==> src/rtl/spn_iter_core.sv <==
// Iterative 4-bit S-box / bit-permutation block cipher core, one round per cycle.
// Optional undefined-opcode counter is built when SPN_ERR_COUNT_EN is defined.
module spn_iter_core #(
  parameter int unsigned DW     = 16,
  parameter int unsigned KW     = 32,
  parameter int unsigned ROUNDS = 4
) (
  input  logic          clk,
  input  logic          rst,
  input  logic          in_valid,
  output logic          in_ready,
  input  logic [1:0]    opcode,
  input  logic [DW-1:0] data_in,
  input  logic [KW-1:0] symmetric_secret_key,
  output logic          out_valid,
  input  logic          out_ready,
  output logic [DW-1:0] data_out,
  output logic [1:0]    status,
  output logic [7:0]    err_cnt
);

  localparam logic [1:0] StIdle = 2'd0;
  localparam logic [1:0] StRun  = 2'd1;
  localparam logic [1:0] StDone = 2'd2;

  localparam logic [1:0] OpNop = 2'b00;
  localparam logic [1:0] OpEnc = 2'b01;
  localparam logic [1:0] OpDec = 2'b10;
  localparam logic [1:0] OpUnd = 2'b11;

  localparam logic [3:0]  LastRound  = 4'(ROUNDS);
  localparam int unsigned LastKeyRot = (4 * ROUNDS) % KW;
  localparam int unsigned DecKeyRot  = (4 * (ROUNDS - 1)) % KW;

  // Nibble lookup tables, entry for input n sits at bits [4n+3:4n].
  localparam logic [63:0] Sbox    = 64'h2174_8FE3_DA09_B65C;
  localparam logic [63:0] SboxInv = 64'hA970_364B_D21C_8FE5;

  function automatic logic [DW-1:0] sub_fwd(input logic [DW-1:0] x);
    logic [DW-1:0] y;
    for (int unsigned n = 0; n < DW / 4; n++) begin
      y[4*n +: 4] = Sbox[{x[4*n +: 4], 2'b00} +: 4];
    end
    return y;
  endfunction

  function automatic logic [DW-1:0] sub_inv(input logic [DW-1:0] x);
    logic [DW-1:0] y;
    for (int unsigned n = 0; n < DW / 4; n++) begin
      y[4*n +: 4] = SboxInv[{x[4*n +: 4], 2'b00} +: 4];
    end
    return y;
  endfunction

  // gcd(4, DW-1) = 1 for DW a multiple of 4, so this is a bijection.
  function automatic logic [DW-1:0] perm_fwd(input logic [DW-1:0] x);
    logic [DW-1:0] y;
    y[DW-1] = x[DW-1];
    for (int unsigned i = 0; i < DW - 1; i++) begin
      y[(i * 4) % (DW - 1)] = x[i];
    end
    return y;
  endfunction

  function automatic logic [DW-1:0] perm_inv(input logic [DW-1:0] x);
    logic [DW-1:0] y;
    y[DW-1] = x[DW-1];
    for (int unsigned i = 0; i < DW - 1; i++) begin
      y[i] = x[(i * 4) % (DW - 1)];
    end
    return y;
  endfunction

  function automatic logic [KW-1:0] rotl(input logic [KW-1:0] x, input int unsigned amt);
    logic [KW-1:0] y;
    for (int unsigned i = 0; i < KW; i++) begin
      y[(i + amt) % KW] = x[i];
    end
    return y;
  endfunction

  logic [1:0]    st_q, st_d;
  logic [1:0]    op_q, op_d;
  logic [3:0]    cnt_q, cnt_d;
  logic [DW-1:0] blk_q, blk_d;
  logic [KW-1:0] rkey_q, rkey_d;
  logic [KW-1:0] key_last, key_pen, key_first;
  logic          in_xfer;

  assign key_first = rotl(symmetric_secret_key, 4);
  assign key_last  = rotl(symmetric_secret_key, LastKeyRot);
  assign key_pen   = rotl(symmetric_secret_key, DecKeyRot);

  assign in_ready  = (st_q == StIdle) && rst;
  assign in_xfer   = in_valid && in_ready;
  assign out_valid = (st_q == StDone);
  assign data_out  = out_valid ? blk_q : '0;
  assign status    = out_valid ? op_q : 2'b00;

  // rkey_q always holds the key schedule word whose top DW bits are the next round key.
  always_comb begin
    st_d   = st_q;
    op_d   = op_q;
    cnt_d  = cnt_q;
    blk_d  = blk_q;
    rkey_d = rkey_q;
    unique case (st_q)
      StIdle: begin
        if (in_xfer) begin
          op_d  = opcode;
          cnt_d = 4'd1;
          unique case (opcode)
            OpEnc: begin
              blk_d  = data_in ^ symmetric_secret_key[KW-1 -: DW];
              rkey_d = key_first;
              st_d   = StRun;
            end
            OpDec: begin
              blk_d  = data_in ^ key_last[KW-1 -: DW];
              rkey_d = key_pen;
              st_d   = StRun;
            end
            OpUnd: begin
              blk_d = '0;
              st_d  = StDone;
            end
            OpNop: ;
          endcase
        end
      end
      StRun: begin
        if (op_q == OpEnc) begin
          blk_d  = perm_fwd(sub_fwd(blk_q)) ^ rkey_q[KW-1 -: DW];
          rkey_d = rotl(rkey_q, 4);
        end else begin
          blk_d  = sub_inv(perm_inv(blk_q)) ^ rkey_q[KW-1 -: DW];
          rkey_d = rotl(rkey_q, KW - 4);
        end
        if (cnt_q == LastRound) begin
          st_d = StDone;
        end else begin
          cnt_d = cnt_q + 4'd1;
        end
      end
      StDone: begin
        if (out_ready) st_d = StIdle;
      end
      default: st_d = StIdle;
    endcase
  end

  always_ff @(posedge clk or negedge rst) begin
    if (!rst) begin
      st_q   <= StIdle;
      op_q   <= OpNop;
      cnt_q  <= '0;
      blk_q  <= '0;
      rkey_q <= '0;
    end else begin
      st_q   <= st_d;
      op_q   <= op_d;
      cnt_q  <= cnt_d;
      blk_q  <= blk_d;
      rkey_q <= rkey_d;
    end
  end

`ifdef SPN_ERR_COUNT_EN
  logic [7:0] err_cnt_q;

  always_ff @(posedge clk or negedge rst) begin
    if (!rst) begin
      err_cnt_q <= '0;
    end else if (in_xfer && (opcode == OpUnd) && (err_cnt_q != 8'hFF)) begin
      err_cnt_q <= err_cnt_q + 8'd1;
    end
  end

  assign err_cnt = err_cnt_q;
`else
  assign err_cnt = 8'h00;
`endif

endmodule

==> config.mk <==
export PLATFORM = sky130hd
export DESIGN_NAME = spn_iter_core
export DESIGN_NICKNAME = d
export VERILOG_FILES = /design/src/rtl/spn_iter_core.sv
export SDC_FILE = /design/constraint.sdc
export NUM_CORES = 1
export LEC_CHECK = 0
export CAP_MARGIN = 10
export CORE_UTILIZATION = 50
export DETAILED_ROUTE_END_ITERATION = 12
export GPL_TIMING_DRIVEN = 1
export MAX_ROUTING_LAYER = met4
export PLACE_DENSITY = 0.76
export RECOVER_POWER = 100
export SLEW_MARGIN = 15
export SYNTH_ARGS = -nofsm -noshare
export SYNTH_HDL_FRONTEND = slang
export SYNTH_SLANG_ARGS = --single-unit
==> constraint.sdc <==
create_clock -name clk -period 5.87 [get_ports clk]
set_input_delay 1.174 -clock clk [delete_from_list [all_inputs] [get_ports clk]]
set_output_delay 1.174 -clock clk [all_outputs]
set_load 0.03 [all_outputs]
After elaboration in Yosys (flattened, before gate mapping)
Cells that the tools add are included.

operators by class
  add/sub/neg operators = 1
  equal/unequal tests = 14
  shift operators = 8
  muxes and demuxes = 18
  bitwise gates (word level) = 4
  reductions and logical operators = 10

operator list
  kind                                                       count
  indexed part select 64 x 7 -> 4 bit, first input constant  8
  one-hot mux 32 bit (2 select lines)                        2
  2-to-1 mux 32 bit                                          2
  XOR 16 bit                                                 4
  2-to-1 mux 16 bit                                          3
  one-hot mux 16 bit (3 select lines)                        1
  one-hot mux 16 bit (2 select lines)                        1
  AND reduction 3 bit                                        3
  2-to-1 mux 2 bit                                           4
  2-to-1 mux 4 bit                                           2
  one-hot mux 4 bit (2 select lines)                         1
  equality test 2 x 1 -> 1 bit, second input constant        3
  equality test 2 bit, second input constant                 3
  inequality test 2 bit, second input constant               3
  one-hot mux 2 bit (3 select lines)                         1
  adder 4 x 1 -> 4 bit, second input constant                1
  equality test 4 x 3 -> 1 bit, second input constant        1
  inequality test 4 x 1 -> 1 bit, second input constant      1
  one-hot mux 2 bit (2 select lines)                         1
  AND reduction 4 bit                                        1
  inequality test 3 x 1 -> 1 bit, second input constant      1
  inequality test 3 x 2 -> 1 bit, second input constant      1
  logical AND 1 bit                                          2
  zero test 2 bit                                            1
  other kinds (4)                                            4

word-level totals
  register bits = 56
  input port bits = 54
  output and inout port bits = 28

Logic depth before layout (Yosys ltp)
  word-level depth = 5
  depth in mapped cells = 9
  depth with buffers taken out = 7

Least setup slack after synthesis
OpenSTA, ideal clock, no wires.

  path kind = input -> output
  start point = in rst
  end point = out in_ready
  data arrival time = 1.905 ns
  data required time = 4.696 ns
  slack = 2.791 ns
  stages = 1
  buffers on the path = 0
  cells stage by stage = nor3b_1

on the way
  longest elaborated chain between the ends = 1

RTL lines
  element            line  source
  from (decl)        9     input logic rst,
  logical AND 1 bit  94    assign in_ready = (st_q == StIdle) && rst;
  to (decl)          11    output logic in_ready,

No other way between the ends.

Worst setup path after layout
  start point = in opcode[0]
  end point = reg blk_q[3]

on the way
  longest elaborated chain between the ends = 4
  elaborated cells between the ends (all ways) = 8
  classes of those cells = eq/ne: 4; mux: 3; reduce/logical: 1

RTL lines
  element                                                                     line  source
  from (decl)                                                                 12    input logic [1:0] opcode,
  equality test 2 bit / equality test 2 x 1 -> 1 bit (equally long branches)  112   unique case (opcode)
  one-hot mux 16 bit (3 select lines)                                         112
  2-to-1 mux 16 bit                                                           109   if (in_xfer) begin
  one-hot mux 16 bit (2 select lines)                                         107   unique case (st_q)
  to (signal assigned)                                                        163   blk_q <= blk_d;
  to (decl)                                                                   85    logic [DW-1:0] blk_q, blk_d;

Parallel ways exist; a longest one is shown, timed or not. The select of a mux whose other input is x is not followed.
A chain may end at the register's enable or synchronous reset.

==> impl.org <==
** Timing
- Clk_skew :: 0.00350 ns
- RSZ-0062 raised after global routing :: no
- The clock period could shrink to 4.31 ns.
- Slew at the pin with the worst max-slew slack :: 1.55 ns
- Headroom to the max-slew limit came out at -0.0355.
- Dividing the final minimum period by the clock period gives 0.735.
- Hold Vio Cnt, Final :: 0
- Summed negative setup slack over all endpoints :: 0 ns
- The final max-slew violation count was 25.
- Final hold analysis gives a worst-case slack of 0.508 ns.
- Setup violations remaining at the end of the flow were counted as 0.
- Maximum clock frequency :: 232 MHz

** Min path
- The worst hold path passes through 2 cells.
- Hold-critical path endpoint :: rkey_q[3]
- The min-delay analysis places its worst path in the category flop to flop.
- In this run the most critical hold path is launched from rkey_q[3].

** Routing
- Met2 Routed Length :: 7.08 mm
- # DRC :: 0
- After detailed routing, the average wire length per cell comes to 17.0 um.
- The routed layout has 5,414 vias.
- Number of violations reported at the end of detailed-routing iteration 0 :: 396
- The detailed router put a total of 7.08 mm of wire on met1.
- Wire length on met3 :: 985 um
- In the routed layout, each cell is associated on average with a via count of 5.95.
- Top layer used by detailed routing :: met4
- DRT antenna net count :: 0
- Total wire length :: 15.5 mm
- Number of optimization iterations in the first detailed-route pass :: 5

** Power and ir drop
- Maximum vdd ir drop :: 0.000344 V
- Net switching power figure :: 1770 uW
- The internal power of the cells totals 1620 uW.
- In this run the power density over the cells is 504 nW/um^2.
- Of the total power, the clock network draws 0.085.
- Leakage :: 0.00288 uW
- The share of total power dissipated in sequential elements is 0.288.
- Comb pwr share :: 0.627
- Tot Pwr :: 3390 uW
- Of the total power, the share spent switching nets is 0.523.

** Worst setup path
- In this run the critical register-to-register path is captured at blk_q[10].
- Crit-path slowest cell :: clkbuf_1
- Slowest Stage Delay on Critical Path :: 0.61 ns
- The setup path with the least slack is of type input port to flop.
- Reg2Reg Setup Slack :: 3.10 ns
- Dominant cell type by count on the critical path :: inv_1
- Endpoint kind of the worst setup timing path :: flop
- Critical Path RT :: 6.02 ns
- Sort of element at the start of the critical path :: input port
- FF-to-FF Start :: blk_q[6]
- Of all nets on the critical path, the largest fanout is 56.
- Cell-by-cell trace of the critical path :: dlygate4sd3_1, inv_1, ha_1, buf_4, o311ai_0, a21oi_1, clkbuf_1, inv_1, nor3b_1, a22oi_1
- For the worst flop-to-flop path, the logic depth is 7.
- Data arrival time of the worst path :: 4.47 ns

** Clock tree
- TritonCTS built the clock tree.
- Number of gates resized after cts :: 0
- In this run, post-CTS hold repair placed 0 buffers.
- In this run the clock root is driven by a clkbuf_16.
- Post-CTS clock slew at the launch and capture registers of the worst setup and hold paths :: 0.07 ns
- Clock network latency to the later pin of the worst-skew pair :: 0.29 ns
- Buffers inserted during clock tree synthesis total 5.
- Post-CTS timing repair inserted 0 buffers for setup.
- For this design, the sink count on the clock tree is 56.
- CTS Buffer Depth :: 2
- The H-tree was split into 2 levels.

** Cells and area
- In the final design database the tool counted 876 nets.
- Area of the multi-input gates :: 4130 um^2
- Most common cell after layout, fill and taps aside :: nand2_1
- Layout cells sized above 1 :: 0.0704
- The sequential cells in the finished layout cover a total of 1400 um^2.
- Highest-count cells in the layout ignoring fill and taps :: 110 x nand2_1, 69 x a21oi_1, 56 x dfrtp_1
- 0 antenna diodes ended up in the layout.
- Synthesis-to-finish area growth :: 13.9%
- Fill cells in the final layout number 1,026.

** Floorplanning
- The initial utilization of the core area, before any placement, comes to 0.515.
- Core ar. :: 11,500 um^2
- Std cell rows :: 39
- The die covers 12,300 um^2.
- Count of pins on the block boundary :: 82
- The die is 111 um tall.
- Die width :: 111 um

** GRT
- Via count of the first global-routing pass :: 4,967
- Global-route usage over all layers :: 0.257
- Overall overflow remaining after global route :: 0
- First-pass GRT wire length :: 25.1 mm
- Antenna violations before repair :: 0
- Largest net degree at the start of global routing :: 65

** Synthesis
- Mux cell area share after synthesis :: 0.113
- Flops & latches, synth :: 56
- Synth top area share :: 0.237
- Yosys attributes the largest share of cell area to dfrtp_1 24%, ha_1 12%, nand2_1 7.0%, a21oi_1 5.8%, mux2_2 5.5%.
- Xor/xnor share of the synthesized area :: 0.0400
- Area fraction in compound gates after synthesis :: 0.209
- The synthesized design contains 0 enable-type register cells.
- Post-synthesis cell type with the largest combined area :: dfrtp_1
- After synthesis, the largest family of logic cells by area is simple AND/OR/NAND/NOR gates.
- The cell area that synthesis handed to floorplanning was 5910 um^2.
- Of the total synthesized cell area, the portion taken by full adders, half adders and majority gates is 0.117.
- In the synthesized netlist the dominant register cell turns out to be dfrtp_1.
- Of the total synthesized cell area, the portion taken by AND, OR, NAND and NOR gates is 0.215.
- In the synthesized netlist, the number of instances is 734.
- Post-synthesis cell type count :: 65
- After synthesis, the mean cell area works out to 8.05 um^2.
- Synthesis Warnings :: 0
- Sequential element share of the synthesized area :: 0.237
- After synthesis, the share of flip-flops with an asynchronous set or reset is 1.00.

** Place
- IO buf count :: 73
- Summed over all nets, the half-perimeter wirelength after detailed placement is 11.3 mm.
- Global placement routability congestion :: 0.943

** Outcome
- The run finished, with violations left.
- The checks that failed: capacitance limit, slew limit.

** Run
- Across the run, the number of max-cap violations was 1.
-- area by class of cell --
class | count | area share
clock inverters | 1 | 0.000744
multi-input cells | 598 | 0.614
well taps | 143 | 0.0266
clock buffers | 6 | 0.0192
inverters | 27 | 0.0151
flip-flops and latches | 56 | 0.208
repair buffers | 79 | 0.116
-- stage by stage --
stage / std cells / utilization / setup WS, ns / instance area, um^2
after floorplan: 741 / - / 2.79 / 5930
after global placement: 902 / 0.575 / 2.03 / 6590
after detailed placement: 902 / 0.575 / 1.90 / 6590
after CTS: 909 / 0.586 / 2.12 / 6730
after global routing: 910 / 0.587 / 1.27 / 6730
final: 910 / 0.587 / 1.56 / 6730
-- synth_stat cells, types with 9 or more instances --
library cell  number
a211oi_1          13
a21oi_1           69
a22oi_1            9
and2_1            25
buf_2             29
buf_4              9
clkbuf_1          20
dfrtp_1           56
ha_1              55
inv_1             26
mux2_2            29
mux2i_1           25
nand2_1          110
nand2b_1          13
nor2_1            29
nor2b_1           21
nor3_1            14
o21ai_0           30
o21ai_1           14
xnor2_1           15
xor2_1            12
-- registers in the layout, indices dropped and copies added (netlist names) --
signal  cells
op_q        2
rkey_q     32
st_q        2
blk_q      16
cnt_q       4
-- worst max-delay path by stage --
stage | from | to | slack [ns] | cells past startpoint
after floorplan | rst | in_ready | 2.79 | 1
after global placement | opcode[0] | rkey_q[26] | 2.03 | 9
after detailed placement | opcode[0] | rkey_q[23] | 1.90 | 8
after CTS | st_q[1] | data_out[13] | 2.12 | 3
after global routing | opcode[0] | blk_q[3] | 1.27 | 10
final | opcode[0] | blk_q[3] | 1.56 | 10
-- worst max-delay path: cells and delay by family --
family / cells / cell delay, ns
simple gates: 1 / 0.32
buf+inv: 5 / 2.25
compound gates: 3 / 0.57
fa+ha+maj: 1 / 0.14
-- layer usage --
layer / up-vias / GRT usage
met4: 0 / 0.0809
met1: 2545 / 0.355
met2: 208 / 0.400
li1: 2641 / -
met3: 20 / 0.0252
met5: - / -
-- kinds of logic (layout without fill, tap and decap cells) --
kind of cell / after synthesis / count (layout)
compound gates: 194 / 194
xor+xnor: 27 / 27
fa+ha+maj: 55 / 55
buf+inv: 87 / 113
flops: 56 / 56
mux: 58 / 58
other cells: 1 / 8
simple gates: 256 / 256
-- power by group through the flow --
stage	Sequential, uW	Clock [uW]	Combinational, uW
after global routing	1010	309	2350
after CTS	966	293	2130
after detailed placement	974	0	2120
after global placement	957	0	2040
after floorplan	750	0	1750
final	977	286	2120
Power figures use the tool's default switching activity.
